===== config.mk =====
export PLATFORM = sky130hd
export DESIGN_NAME = entity_pixel_renderer
export DESIGN_NICKNAME = d
export VERILOG_FILES = /design/src/rtl/entity_pixel_renderer_pkg.sv /design/src/rtl/entity_pixel_renderer_sprite_addr_gen.sv /design/src/rtl/entity_pixel_renderer.sv
export SDC_FILE = /design/constraint.sdc
export NUM_CORES = 1
export LEC_CHECK = 0
export BUFFER_PORTS_ARGS = -buffer_cell sky130_fd_sc_hd__buf_2
export CAP_MARGIN = 10
export CELL_PAD_IN_SITES_DETAIL_PLACEMENT = 1
export CELL_PAD_IN_SITES_GLOBAL_PLACEMENT = 2
export CORE_MARGIN = 2
export CORE_UTILIZATION = 32
export CTS_CLUSTER_SIZE = 20
export DETAILED_ROUTE_END_ITERATION = 8
export PLACE_DENSITY_LB_ADDON = 0.1
export SYNTH_ARGS = -nofsm -noshare
export SYNTH_HDL_FRONTEND = slang
export SYNTH_HIERARCHICAL = 1
export SYNTH_SLANG_ARGS = --single-unit

===== constraint.sdc =====
create_clock -name Clk -period 2.7 [get_ports Clk]
set_input_delay 0.405 -clock Clk [delete_from_list [all_inputs] [get_ports Clk]]
set_output_delay 0.405 -clock Clk [all_outputs]
set_load 0.02 [all_outputs]

===== src/rtl/entity_pixel_renderer_pkg.sv =====
// Shared constants for the pacman video path: entity codes, directions,
// sprite ids in the sprite ROM, fixed colours and the 16-entry palette.
package pacman_pkg;

    // Entity codes carried on the per-pixel entity-select bus
    localparam logic [6:0] ENT_NONE     = 7'd0;
    localparam logic [6:0] ENT_PACMAN   = 7'd1;
    localparam logic [6:0] ENT_MAZE     = 7'd2;
    localparam logic [6:0] ENT_BLINKY   = 7'd3;
    localparam logic [6:0] ENT_PINKY    = 7'd4;
    localparam logic [6:0] ENT_INKY     = 7'd5;
    localparam logic [6:0] ENT_CLYDE    = 7'd6;
    localparam logic [6:0] ENT_PELLET   = 7'd7;
    localparam logic [6:0] ENT_ONES     = 7'd8;
    localparam logic [6:0] ENT_TENS     = 7'd9;
    localparam logic [6:0] ENT_HUNS     = 7'd10;
    localparam logic [6:0] ENT_THOUS    = 7'd11;
    localparam logic [6:0] ENT_TENTHOUS = 7'd12;
    localparam logic [6:0] ENT_CHERRY   = 7'd15;

    typedef enum logic [1:0] {
        DIR_RIGHT = 2'd0,
        DIR_LEFT  = 2'd1,
        DIR_UP    = 2'd2,
        DIR_DOWN  = 2'd3
    } dir_e;

    // Base sprite ids; pacman and ghosts add their animation phase bit
    localparam logic [4:0] SPRITE_ID_PACMAN = 5'd0;
    localparam logic [4:0] SPRITE_ID_GHOST  = 5'd2;
    localparam logic [4:0] SPRITE_ID_CHERRY = 5'd4;
    localparam logic [4:0] SPRITE_ID_DIGIT  = 5'd16;

    localparam logic [23:0] COL_BLACK  = 24'h000000;
    localparam logic [23:0] COL_MAZE   = 24'h2121DE;
    localparam logic [23:0] COL_PELLET = 24'hFFB897;
    localparam logic [23:0] COL_PACMAN = 24'hFFFF00;
    localparam logic [23:0] COL_BLINKY = 24'hFF0000;
    localparam logic [23:0] COL_PINKY  = 24'hFFB8FF;
    localparam logic [23:0] COL_INKY   = 24'h00FFFF;
    localparam logic [23:0] COL_CLYDE  = 24'hFFB852;

    localparam logic [23:0] PALETTE [16] = '{
        24'h000000, 24'hFF0000, 24'hFFFFFF, 24'h2121DE,
        24'hFFB897, 24'hDE9751, 24'h00FF00, 24'hFFB8FF,
        24'h00FFFF, 24'hFFB852, 24'h808080, 24'h0000FF,
        24'hFF8000, 24'h800080, 24'hC0C0C0, 24'h404040
    };

    // Entities that are drawn from the sprite ROM
    function automatic logic is_sprite_ent(input logic [6:0] ent);
        case (ent)
            ENT_PACMAN, ENT_BLINKY, ENT_PINKY, ENT_INKY, ENT_CLYDE, ENT_CHERRY,
            ENT_ONES, ENT_TENS, ENT_HUNS, ENT_THOUS, ENT_TENTHOUS: return 1'b1;
            default: return 1'b0;
        endcase
    endfunction

    // Colour used for palette index 1 of a sprite entity
    function automatic logic [23:0] body_colour(input logic [6:0] ent);
        case (ent)
            ENT_PACMAN: return COL_PACMAN;
            ENT_BLINKY: return COL_BLINKY;
            ENT_PINKY:  return COL_PINKY;
            ENT_INKY:   return COL_INKY;
            ENT_CLYDE:  return COL_CLYDE;
            default:    return PALETTE[1];
        endcase
    endfunction

endpackage


===== src/rtl/entity_pixel_renderer_sprite_addr_gen.sv =====
// Combinational sprite ROM address: texel offset inside the 16x16 sprite,
// pacman orientation by direction, and sprite id selection.
module sprite_addr_gen
    import pacman_pkg::*;
#(
    parameter int ROM_AW = 13
) (
    input  logic [9:0]        i_draw_x,
    input  logic [9:0]        i_draw_y,
    input  logic [9:0]        i_ent_x,
    input  logic [9:0]        i_ent_y,
    input  logic [6:0]        i_entity,
    input  logic [1:0]        i_dir,
    input  logic [3:0]        i_digit,
    input  logic              i_mouth,
    input  logic              i_skirt,
    output logic [ROM_AW-1:0] o_rom_addr
);

    logic [9:0] w_dx;
    logic [9:0] w_dy;
    logic [3:0] w_col;
    logic [3:0] w_row;
    logic [4:0] w_id;
    logic       w_unused;

    // Offsets wrap modulo 16; only the low nibble addresses the sprite
    assign w_dx     = i_draw_x - i_ent_x;
    assign w_dy     = i_draw_y - i_ent_y;
    assign w_unused = ^{w_dx[9:4], w_dy[9:4]};

    // Orient the pacman sprite; the ROM holds only the right-facing image.
    // Down uses the pre-swap row for both the new column and the mirrored row.
    always_comb begin
        w_col = w_dx[3:0];
        w_row = w_dy[3:0];
        if (i_entity == ENT_PACMAN) begin
            case (dir_e'(i_dir))
                DIR_LEFT: w_col = 4'd15 - w_dx[3:0];
                DIR_UP: begin
                    w_col = w_dy[3:0];
                    w_row = w_dx[3:0];
                end
                DIR_DOWN: begin
                    w_col = w_dy[3:0];
                    w_row = 4'd15 - w_dy[3:0];
                end
                default: ;
            endcase
        end
    end

    // Pick the sprite image; non-sprite entities point at sprite 0 (unused)
    always_comb begin
        w_id = 5'd0;
        case (i_entity)
            ENT_PACMAN: w_id = SPRITE_ID_PACMAN + {4'd0, i_mouth};
            ENT_BLINKY, ENT_PINKY, ENT_INKY, ENT_CLYDE:
                w_id = SPRITE_ID_GHOST + {4'd0, i_skirt};
            ENT_CHERRY: w_id = SPRITE_ID_CHERRY;
            ENT_ONES, ENT_TENS, ENT_HUNS, ENT_THOUS, ENT_TENTHOUS:
                w_id = (i_digit > 4'd9) ? SPRITE_ID_DIGIT : (SPRITE_ID_DIGIT + {1'b0, i_digit});
            default: w_id = 5'd0;
        endcase
    end

    assign o_rom_addr = {w_id, w_row, w_col};

endmodule


===== src/rtl/entity_pixel_renderer.sv =====
// Entity pixel renderer: three-beat pixel pipeline (address, ROM read,
// colour), sprite animation phase counters and the sticky lose_game flag.
//
// Flow control: pix_en is a pure strobe. Every pipeline register advances
// exactly on cycles with pix_en=1 and holds otherwise; there is no ready or
// backpressure path, so the upstream producer must present one pixel per
// strobe and the ROM must hold rom_data while pix_en=0.
module entity_pixel_renderer
    import pacman_pkg::*;
#(
    parameter int ANIM_DIV = 8,
    parameter int ROM_AW   = 13
) (
    input  logic              Clk,
    input  logic              Reset_n,
    input  logic              pix_en,
    input  logic              blank_in,
    input  logic              vs,
    input  logic [9:0]        DrawX,
    input  logic [9:0]        DrawY,
    input  logic [6:0]        entity,
    input  logic [9:0]        entityX,
    input  logic [9:0]        entityY,
    input  logic [1:0]        entityDir,
    input  logic [3:0]        digit_value,
    input  logic              lose_game_in,
    input  logic              game_restart,
    output logic [ROM_AW-1:0] rom_addr,
    input  logic [3:0]        rom_data,
    output logic [7:0]        Red,
    output logic [7:0]        Green,
    output logic [7:0]        Blue,
    output logic              blank_out,
    output logic              lose_game
);

    localparam int CW = (ANIM_DIV > 1) ? $clog2(ANIM_DIV) : 1;
    localparam logic [CW-1:0] FRAME_LAST = CW'(ANIM_DIV - 1);

    logic [CW-1:0]     r_frame_cnt;
    logic              r_vs_d;
    logic              r_mouth;
    logic              r_skirt;
    logic              w_vs_fall;

    logic [ROM_AW-1:0] w_addr;
    logic [ROM_AW-1:0] r_rom_addr;
    logic [6:0]        r_s0_ent;
    logic              r_s0_blank;
    logic              r_s0_vld;

    logic [3:0]        r_s1_idx;
    logic [6:0]        r_s1_ent;
    logic              r_s1_blank;
    logic              r_s1_vld;

    logic [23:0]       w_colour;
    logic [23:0]       r_rgb;
    logic              r_blank_out;
    logic              r_lose_game;

    assign w_vs_fall = r_vs_d & ~vs;

    // Count frames on vsync falling edges and flip the animation phase every ANIM_DIV frames
    always_ff @(posedge Clk or negedge Reset_n) begin
        if (!Reset_n) begin
            r_vs_d      <= 1'b0;
            r_frame_cnt <= '0;
            r_mouth     <= 1'b0;
            r_skirt     <= 1'b0;
        end else begin
            r_vs_d <= vs;
            if (game_restart) begin
                r_frame_cnt <= '0;
                r_mouth     <= 1'b0;
                r_skirt     <= 1'b0;
            end else if (w_vs_fall) begin
                if (r_frame_cnt == FRAME_LAST) begin
                    r_frame_cnt <= '0;
                    r_mouth     <= ~r_mouth;
                    r_skirt     <= ~r_skirt;
                end else begin
                    r_frame_cnt <= r_frame_cnt + 1'b1;
                end
            end
        end
    end

    sprite_addr_gen #(
        .ROM_AW (ROM_AW)
    ) u_addr_gen (
        .i_draw_x   (DrawX),
        .i_draw_y   (DrawY),
        .i_ent_x    (entityX),
        .i_ent_y    (entityY),
        .i_entity   (entity),
        .i_dir      (entityDir),
        .i_digit    (digit_value),
        .i_mouth    (r_mouth),
        .i_skirt    (r_skirt),
        .o_rom_addr (w_addr)
    );

    // S0: register the ROM address and the pixel attributes that travel with it
    always_ff @(posedge Clk or negedge Reset_n) begin
        if (!Reset_n) begin
            r_rom_addr <= '0;
            r_s0_ent   <= ENT_NONE;
            r_s0_blank <= 1'b0;
            r_s0_vld   <= 1'b0;
        end else if (pix_en) begin
            r_rom_addr <= w_addr;
            r_s0_ent   <= entity;
            r_s0_blank <= blank_in;
            r_s0_vld   <= 1'b1;
        end
    end

    // S1: capture the palette index returned by the ROM
    always_ff @(posedge Clk or negedge Reset_n) begin
        if (!Reset_n) begin
            r_s1_idx   <= 4'd0;
            r_s1_ent   <= ENT_NONE;
            r_s1_blank <= 1'b0;
            r_s1_vld   <= 1'b0;
        end else if (pix_en) begin
            r_s1_idx   <= rom_data;
            r_s1_ent   <= r_s0_ent;
            r_s1_blank <= r_s0_blank;
            r_s1_vld   <= r_s0_vld;
        end
    end

    // Colour for the pixel in S1; unknown entity codes render as background
    always_comb begin
        w_colour = COL_BLACK;
        if (r_s1_ent == ENT_MAZE) begin
            w_colour = COL_MAZE;
        end else if (r_s1_ent == ENT_PELLET) begin
            w_colour = COL_PELLET;
        end else if (is_sprite_ent(r_s1_ent)) begin
            if (r_s1_idx == 4'd0) begin
                w_colour = COL_BLACK;
            end else if (r_s1_idx == 4'd1) begin
                w_colour = body_colour(r_s1_ent);
            end else begin
                w_colour = PALETTE[r_s1_idx];
            end
        end
    end

    // S2: register the colour, forced black outside the visible area or while the pipe refills
    always_ff @(posedge Clk or negedge Reset_n) begin
        if (!Reset_n) begin
            r_rgb       <= COL_BLACK;
            r_blank_out <= 1'b0;
        end else if (pix_en) begin
            r_rgb       <= (r_s1_vld && r_s1_blank) ? w_colour : COL_BLACK;
            r_blank_out <= r_s1_vld & r_s1_blank;
        end
    end

    // Sticky collision flag; a restart in the same cycle as a hit clears it
    always_ff @(posedge Clk or negedge Reset_n) begin
        if (!Reset_n) begin
            r_lose_game <= 1'b0;
        end else if (game_restart) begin
            r_lose_game <= 1'b0;
        end else if (pix_en && blank_in && lose_game_in) begin
            r_lose_game <= 1'b1;
        end
    end

    assign rom_addr  = r_rom_addr;
    assign Red       = r_rgb[23:16];
    assign Green     = r_rgb[15:8];
    assign Blue      = r_rgb[7:0];
    assign blank_out = r_blank_out;
    assign lose_game = r_lose_game;

endmodule

* Yosys cells after proc, flatten, opt, wreduce, memory -nomap -nowiden
Memory sizes are Yosys's and may differ from the RTL's. Index checks and enable logic that the tools add are counted.
Word-level totals: register bits 67, ROM bits 400, memories kept 2
Memory list:
- (no name shown) | depth 16, width 24, read ports 1, clocked after Yosys merged registers in 0, write ports 0, RTL line entity_pixel_renderer.sv:147 | w_colour = PALETTE[r_s1_idx];
- (no name shown) | depth 16, width 1, read ports 1, clocked after Yosys merged registers in 0, write ports 0, RTL line entity_pixel_renderer_pkg.sv:52 | case (ent)
Operators by class: $lt $le $gt $ge 2, bitwise gates (word level) 6, equality and inequality tests 22, mux-type cells 29, $add $sub $neg 7, reduce and logical (&&, ||, !) cells 12
Operator list (count):
- 24-bit 2-to-1 mux | 8
- 24-bit case mux with 4 select lines | 1
- 7-bit by 3-bit == test with 1-bit output (second input constant) | 7
- 7-bit by 4-bit == test with 1-bit output (second input constant) | 6
- 5-bit case mux with 4 select lines | 1
- 4-bit case mux with 2 select lines | 2
- 7-bit by 1-bit == test with 1-bit output (second input constant) | 2
- 7-bit by 2-bit == test with 1-bit output (second input constant) | 2
- 1-bit 2-to-1 mux | 11
- 3-bit 2-to-1 mux | 3
- 4-bit 2-to-1 mux | 2
- 4-bit subtractor | 2
- 4-bit subtractor (first input constant) | 2
- 2-bit nonzero test | 3
- 5-bit by 4-bit adder with 5-bit output (first input constant) | 1
- 5-bit >= comparator (second input constant) | 1
- 5-bit 2-to-1 mux | 1
- 4-bit NOT with 5-bit output | 1
- 5-bit OR reduction | 1
- 2-bit == test (second input constant) | 2
- 4-bit by 1-bit == test with 1-bit output (second input constant) | 1
- 4-bit > comparator (second input constant) | 1
- 4-bit logical NOT | 1
- 4-bit OR reduction | 1
- other kinds (10) | 15

* Depth between registers and ports, before layout
Gate-level depths: netlist of the first run.
depth after elaboration 10, gate-level depth with buffers 8, gate-level depth less buffers 8

* Modules after synthesis
Netlist of the first run, hierarchy kept.
Modules (own cells, without submodules):
- entity_pixel_renderer | instances 1, area an instance 3130.5 µm², sequential area each 1551.5 µm², cells an instance 287
- sprite_addr_gen | instances 1, area an instance 619.3 µm², sequential area each 0.0 µm², cells an instance 86

* Worst setup path after synthesis of the first run
No wires, ideal clock.
kind reg-to-reg, start register r_s1_idx[1], end register r_rgb[5], cell stages (with the launch flop) 6, path buffers 0, setup slack 0.748 ns, clock period less this slack 1.952 ns, data arrival time 1.856 ns, cell sequence dfrtp_1 > inv_1 > ha_1 > a2111o_1 > or3_4 > o32ai_2
On the way: longest elaborated chain between the ends 10, elaborated cells on any way between the ends 12
RTL lines:
- start: declaration | RTL line entity_pixel_renderer.sv:52 | logic [3:0] r_s1_idx;
- start signal: assignment | RTL line entity_pixel_renderer.sv:127 | r_s1_idx <= rom_data;
- 4-bit NOT with 5-bit output (implied by the code) | RTL line entity_pixel_renderer.sv:147
- memory 16 x 24 bit
- 24-bit 2-to-1 mux (implied by the code) (2 in a row) | RTL line entity_pixel_renderer.sv:147
- 24-bit 2-to-1 mux | RTL line entity_pixel_renderer.sv:144 | end else if (r_s1_idx == 4'd1) begin
- 24-bit 2-to-1 mux (*) | RTL line entity_pixel_renderer.sv:142 | if (r_s1_idx == 4'd0) begin
- 24-bit 2-to-1 mux (*) | RTL line entity_pixel_renderer.sv:141 | end else if (is_sprite_ent(r_s1_ent)) begin
- 24-bit 2-to-1 mux (*) | RTL line entity_pixel_renderer.sv:139 | end else if (r_s1_ent == ENT_PELLET) begin
- 24-bit 2-to-1 mux (*) | RTL line entity_pixel_renderer.sv:137 | if (r_s1_ent == ENT_MAZE) begin
- 24-bit 2-to-1 mux (*) | RTL line entity_pixel_renderer.sv:158 | r_rgb <= (r_s1_vld && r_s1_blank) ? w_colour : COL_BLACK;
- end signal: assignment | RTL line entity_pixel_renderer.sv:158
- end: declaration | RTL line entity_pixel_renderer.sv:58 | logic [23:0] r_rgb;
Every way passes the cells marked *; elsewhere a longest branch is shown, timed or not. The select of a mux whose other input is x is not followed. A chain may end at the register's enable or synchronous reset.

* Worst setup path in the final report of the first run
start register r_s1_idx[0], end register r_rgb[8]
Same word-level chain as after synthesis.

==> summary.txt, run 1 <==
Run status
  – Outcome: complete, no violations

STA
  – Hold WS: 0.100 ns
  – Final hold violations: 0
  – Clock Skews: 0.00573 ns
  – Final Max Slew Viols: 0
  – Fmax: 457 MHz
  – Min Clock Period, post-route: 2.19 ns
  – RSZ-0062 raised after global routing: false
  – Fin Setup TNS: 0 ns
  – Worst slew pin tran: 0.681 ns
  – Slew HR: 54.0%
  – Fin crit share: 81.1%
  – Final setup fails: 0

Setup path
  – Cell breakdown of the critical path: inv_1 > ha_1 > a2111oi_2 > o211ai_1 > o311ai_0
  – Cells on worst reg2reg path: 5
  – Setup CP Type: reg2reg
  – Slowest-stage cell, CP: a2111oi_2
  – CP startpoint kind: flop
  – Slowest Stage Delay on Critical Path: 0.47 ns
  – Crit Reg-Reg Endpoint: r_rgb[8]$_DFFE_PN0P_
  – R2R Setup Slk: 0.51 ns
  – CP Launch Point: r_s1_idx[0]$_DFFE_PN0P_
  – WP data required: 2.89 ns
  – Maximum net fanout on the critical path: 5
  – Worst R2R Start: r_s1_idx[0]$_DFFE_PN0P_
  – CP arrival: 2.38 ns
  – CP endpoint kind: flop

Floorplan
  – Die Ht: 112 microns
  – Core footprint: 11,400 sq um
  – Initial Util: 32.8%
  – # IOs: 103
  – Chip width: 112 microns
  – Die footprint: 12,600 sq um
  – # rows: 39

Yosys
  – Asr flop ratio synth: 100%
  – Cells after synthesis: 373
  – Seq cells post-synth: 62
  – Largest family of logic cells by synthesized area: compound AO/OA/AOI/OAI gates
  – Synth Area in Compound Gates: 19.2%
  – Yosys warning count: 6
  – Syn avg cell area: 10.1 sq um
  – Syn Nets: 459
  – Post-Synth Simple-Gate Area: 14.6%
  – Adder-Cell Fraction of Synth Area: 7.74%
  – Netlist Area Pre-Place: 3750 sq um
  – Synth Area in XOR/XNOR: 1.87%
  – Post-synthesis cell type count: 64
  – Post-synth top flop: dfrtp_1
  – Multiplexer area fraction after synthesis: 9.58%
  – Post-synth EDFFs: 0
  – Sequential-to-total area share from yosys stat: 41.4%

Detailed routing
  – Vias: 3,109
  – Avg WL per Cell: 17.1 microns
  – 1st-iter DRT viols: 100
  – Drt total wl: 10,300 microns
  – Number of remaining DRC errors: 0
  – Antenna Nets Post-Route: 0
  – Via density per instance: 5.19
  – Drt pass-1 iters: 4

Place
  – Routability Congestion: 0.800
  – # port buffers: 78
  – Hpwl dp: 7860 microns

GRT
  – Gr ovfl total: 0
  – Wire length of the first global-routing pass: 17,300 microns
  – Via count of the first global-routing pass: 3,278
  – Total track usage: 17.4%
  – Initial antenna violation count: 0
  – Largest net degree at the start of global routing: 50

Cells and area
  – NumNets Final: 537
  – Layout Utilization: 40.0%
  – Area grow syn2layout: 21.7%
  – Share of cells above drive strength 1: 32.5%
  – FILL cells: 1,319
  – N_diodes: 0

Clock tree
  – PostCTS Resize Cnt: 0
  – Count of hold-fix buffers inserted at cts: 0
  – # clock sinks: 62
  – Clock root buffer: clkbuf_16
  – Max Root-Sink Buffers: 2
  – CTS tree: yes
  – Worst-Skew Late Latency: 0.33 ns
  – Post-CTS Setup Bufs: 0
  – H-tree levels: 3
  – Clock transition at path regs: 0.06 ns
  – TritonCTS Buffers: 9

Pwr
  – Maximum vdd ir drop: 0.278 mV
  – Leakage: 2.14 nW
  – Power Dens Cells: 612 nW/um^2

Worst hold path
  – HP Class: in2async

Run
  – # Max-Cap Violations: 0
stage by stage:
step | power (W) | instance area [sq um] | setup slack [ns] | cells
6_report | 0.00279 | 4560 | 0.510 | 599
5_1_grt | 0.00296 | 4560 | 0.267 | 599
4_1_cts | 0.00284 | 4560 | 0.497 | 599
3_5_place_dp | 0.00172 | 4280 | 0.473 | 583
3_3_place_gp | 0.00170 | 4280 | 0.530 | 583
2_1_floorplan | 0.00149 | 3750 | 0.748 | 373
cells in the mapped netlist, drive strengths merged (5+ instances only):
master	n	share of area [%]
a21oi	28	3.7
a31oi	6	1.0
buf	11	1.9
clkbuf	9	0.90
dfrtp	62	41
ha	20	6.7
inv	25	2.5
mux2	31	9.3
nand2	30	3.2
nor2	18	1.8
nor2b	7	1.2
nor3	8	1.1
o21ai	21	2.8
o221ai	7	1.6
o311ai	5	1.2
xnor2	5	1.2
area by class of cell:
| type | count | area, sq um | share of cell area [%] |
|---|---|---|---|
| clock inverters | 5 | 33.8 | 0.740 |
| multi-input cells | 265 | 1990 | 43.6 |
| well taps | 143 | 179 | 3.92 |
| clock buffers | 11 | 253 | 5.54 |
| repair buffers | 88 | 465 | 10.2 |
| flip-flops and latches | 62 | 1550 | 34.0 |
| inverters | 25 | 93.8 | 2.06 |
worst max-delay path by stage:
stage / slack (ns) / endpoint
final: 0.51 / r_rgb[8]$_DFFE_PN0P_
after global routing: 0.27 / r_rgb[8]$_DFFE_PN0P_
after CTS: 0.50 / r_rgb[14]$_DFFE_PN0P_
after detailed placement: 0.47 / rom_addr[5]$_DFFE_PN0P_
after global placement: 0.53 / r_rgb[14]$_DFFE_PN0P_
after floorplan: 0.75 / r_rgb[5]$_DFFE_PN0P_
metal layers:
metal | part of all wire [%] | GRT usage (%)
met5 | 0 | 0
met4 | 1.4 | 5.85
met3 | 3.5 | 3.19
met2 | 46 | 27.3
met1 | 49 | 24.3
worst max-delay path, delay by kind of cell (launching register included):
family	cells	cell delay (ns)
buffers and inverters	1	0.14
DFF	1	0.44
adders and majority gates	1	0.32
AOI/OAI and AO/OA	3	1.14
kinds of logic after synthesis:
family	Yosys count
AND/OR/NAND/NOR	97
XOR/XNOR	8
AO/OA/AOI/OAI	106
flip-flops	62
adder cells (fa/ha/maj)	22
multiplexers	32
buffers and inverters	46
where the power goes:
part | internal, W | leakage [nW] | switching (W)
sequential | 0.00101 | 0.787 | 0.0000596
clock | 0.000669 | 0.138 | 0.000434
combinational | 0.000253 | 1.22 | 0.000367
registers in the layout, indices dropped and copies added, names as in the netlist:
name,cells
r_s1_ent,7
r_s1_vld,1
r_frame_cnt,3
r_rgb,19
r_s0_ent,7
r_s0_vld,1
r_vs_d,1
r_s1_blank,1
r_skirt,1
blank_out,1
r_s1_idx,4
r_s0_blank,1
r_mouth,1
rom_addr,13
lose_game,1
cell usage in the layout, fill, tap and decap left out, types with 3 or more instances in the layout:
cell       count
o41ai_1        3
nor2_1        18
o211ai_1       3
inv_1         25
o221ai_1       7
nor3_1         8
ha_1          20
xor2_1         3
nor2b_1        7
clkbuf_16      9
a31oi_1        6
a21oi_1       28
o21ai_0       19
and3_1         3
nand3_1        3
buf_4         10
o31ai_1        4
a211oi_1       3
nand3b_1       3
xnor2_1        5
buf_2         78
o21bai_1       4
dfrtp_1       62
nand2_1       29
a221o_1        3
nand2b_1       4
a22oi_1        4
mux2_2        31
o311ai_0       5
Power figures use the tool's default switching activity.
==> run 2, diff against run 1 <==
==> constraint.sdc (replaced) <==
create_clock -name Clk -period 2.25 [get_ports Clk]
set_input_delay 0.3375 -clock Clk [delete_from_list [all_inputs] [get_ports Clk]]
set_output_delay 0.3375 -clock Clk [all_outputs]
set_load 0.02 [all_outputs]
==> run 2 against run 1 <==
  * Wire length down 1.5%
  * Setup slack worse by 0.35 ns
  * Sequential share of layout area down 0.36 points
  * Utilization up 0.43 points
  * Critical path depth up 1
  * Clock power up 17%
==> summary.txt, run 2 (synthesis gave the netlist of run 1 again) <==
Setup path
  – WP data required: 2.48 ns (was 2.89 ns)
  – CP startpoint kind: flop (unchanged)
  – CP arrival: 2.31 ns (was 2.38 ns)
  – Slowest Stage Delay on Critical Path: 0.43 ns (was 0.47 ns)
  – Setup CP Type: reg2reg (unchanged)
  – Slowest-stage cell, CP: or3_4 (was a2111oi_2)
  – CP endpoint kind: flop (unchanged)
  – Cell breakdown of the critical path: inv_1 > ha_1 > mux2_2 > and2_1 > or3_4 > o32ai_2 (was inv_1 > ha_1 > a2111oi_2 > o211ai_1 > o311ai_0)
  – Maximum net fanout on the critical path: 5 (unchanged)

GRT
  – Global route hottest layer: met2 (unchanged)
  – Wire length of the first global-routing pass: 16,800 microns (was 17,300 microns)
  – Total track usage: 16.8% (was 17.4%)
  – M3 GR Usage: 3.35% (was 3.19%)
  – Met2 usage: 26.1% (was 27.3%)
  – Via count of the first global-routing pass: 3,242 (was 3,278)
  – GR Util met1: 24.1% (was 24.3%)
  – Initial antenna violation count: 0 (unchanged)
  – Gr ovfl total: 0 (unchanged)
  – Largest net degree at the start of global routing: 50 (unchanged)

Clock tree
  – TritonCTS Buffers: 9 (unchanged)
  – Count of hold-fix buffers inserted at cts: 0 (unchanged)
  – H-tree levels: 3 (unchanged)
  – CTS tree: yes (unchanged)
  – Post-CTS Setup Bufs: 0 (unchanged)
  – # clock sinks: 62 (unchanged)
  – Clock transition at path regs: 0.06 ns (about the same)
  – Clock root buffer: clkbuf_16 (unchanged)
  – PostCTS Resize Cnt: 0 (unchanged)
  – Max Root-Sink Buffers: 2 (unchanged)
  – Worst-Skew Late Latency: 0.33 ns (about the same)

Place
  – Hpwl dp: 7740 microns (was 7860 microns)
  – # port buffers: 78 (unchanged)
  – Routability Congestion: 0.796 (was 0.800)

Cells and area
  – Register area: 1550 sq um (unchanged)
  – Most flops, register: r_rgb (unchanged)
  – Share of cells above drive strength 1: 33.1% (was 32.5%)
  – Area grow syn2layout: 23.0% (was 21.7%)
  – Max FFs per register: 19 (unchanged)
  – NumNets Final: 543 (was 537)
  – Multi-input logic area: 1990 sq um (unchanged)
  – FILL cells: 1,315 (was 1,319)
  – Most frequent cells in the layout: buf_2 (78), dfrtp_1 (62), mux2_2 (31), nand2_1 (29), a21oi_1 (28) (unchanged)
  – N_diodes: 0 (unchanged)
  – Commonest non-fill, non-tap cell in the layout: buf_2 (unchanged)

STA
  – Clock Skews: 0.00661 ns (was 0.00573 ns)
  – RSZ-0062 raised after global routing: false (unchanged)
  – Fin Setup TNS: 0 ns (unchanged)
  – Final setup fails: 0 (unchanged)
  – Final Max Slew Viols: 0 (unchanged)
  – Fmax: 479 MHz (was 457 MHz)
  – Worst slew pin tran: 0.645 ns (was 0.681 ns)
  – Final hold violations: 0 (unchanged)
  – Slew HR: 56.6% (was 54.0%)
  – Min Clock Period, post-route: 2.09 ns (was 2.19 ns)
  – Fin crit share: 92.7% (was 81.1%)

Detailed routing
  – 1st-iter DRT viols: 99 (was 100)
  – Number of remaining DRC errors: 0 (unchanged)
  – Antenna Nets Post-Route: 0 (unchanged)
  – Avg WL per Cell: 16.7 microns (was 17.1 microns)
  – Drt total wl: 10,100 microns (was 10,300 microns)
  – Vias: 3,150 (was 3,109)
  – Drt pass-1 iters: 4 (unchanged)
  – Via density per instance: 5.21 (was 5.19)

Pwr
  – Switching Fraction: 30.8% (about the same)
  – Internal: 0.00231 W (was 0.00193 W)
  – Leakage: 2.18 nW (was 2.14 nW)
  – Reg power frac: 38.2% (was 38.3%)
  – Power Dens Cells: 724 nW/um^2 (was 612 nW/um^2)
  – Clock share of power: 38.6% (was 39.5%)
  – Psw: 0.00103 W (was 0.000860 W)
  – Maximum vdd ir drop: 0.454 mV (was 0.278 mV)
  – Design Power: 0.00334 W (was 0.00279 W)
  – Combinational share of power: 23.2% (was 22.2%)

Floorplan
  – Core footprint: 11,400 sq um (unchanged)
  – Initial Util: 32.8% (unchanged)
  – Chip width: 112 microns (unchanged)
  – Die footprint: 12,600 sq um (unchanged)
  – Die Ht: 112 microns (unchanged)
  – # rows: 39 (unchanged)
  – # IOs: 103 (unchanged)

Run
  – # Max-Cap Violations: 0 (unchanged)

Run status
  – Outcome: complete, no violations (unchanged)

Worst hold path
  – HP Class: in2async (unchanged)
run 2: area by class of cell:
class                      count  area share [%]
clock buffer                  11            5.26
clock inverter                 5           0.759
inverter                      25            2.03
multi-input combinational    265            43.1
sequential                    62            33.6
tap                          143            3.88
timing repair buffer          94            11.3
run 2: power groups by stage:
stage	clock (W)	combinational, W	sequential (W)
after CTS	0.00133	0.000784	0.00128
after floorplan	0	0.000433	0.00135
after global routing	0.00137	0.000859	0.00129
final	0.00129	0.000773	0.00128
after detailed placement	0	0.000781	0.00130
after global placement	0	0.000765	0.00129
run 2: stage by stage:
stage          cells  setup slack (ns)  hold WS, ns  area, sq um  util [%]
6_report         605             0.164      0.00193         4610      40.4
5_1_grt          605            0.0225       0.0251         4610      40.4
3_3_place_gp     589             0.176        0.349         4340      38.0
4_1_cts          605             0.111      0.00734         4610      40.4
2_1_floorplan    373             0.298       0.0419         3750         -
3_5_place_dp     589             0.135        0.358         4340      38.0
run 2: critical path, delay by kind of cell (launching register included):
| family | cells | cell delay (ns) |
|---|---|---|
| fa+ha+maj | 1 | 0.31 |
| compound gates | 1 | 0.27 |
| flops | 1 | 0.42 |
| simple gates | 2 | 0.61 |
| mux | 1 | 0.28 |
| buf+inv | 1 | 0.11 |
run 2: worst paths after layout:
kind,startpoint,slack [ns],cells after the start,end
setup / recovery,r_s1_ent[0]$_DFFE_PN0P_,0.16,6,r_rgb[5]$_DFFE_PN0P_
min in group Clk,vs,0.14,1,r_vs_d$_DFF_PN0_
max in group asynchronous,Reset_n,1.62,2,r_rgb[15]$_DFFE_PN0P_
hold / removal,Reset_n,0.002,1,r_vs_d$_DFF_PN0_
hold reg to reg,r_s0_vld$_DFFE_PN0P_,0.47,1,r_s0_vld$_DFFE_PN0P_
setup reg to reg,r_s1_ent[0]$_DFFE_PN0P_,0.16,6,r_rgb[5]$_DFFE_PN0P_
run 2: layer usage:
metal  share of wire [%]  wire [microns]  vias up
li1                    -               -     1525
met1                  50            5110     1553
met2                  45            4520       65
met3                 3.9             390        7
met4                0.93              94        0
met5                   0               0        -
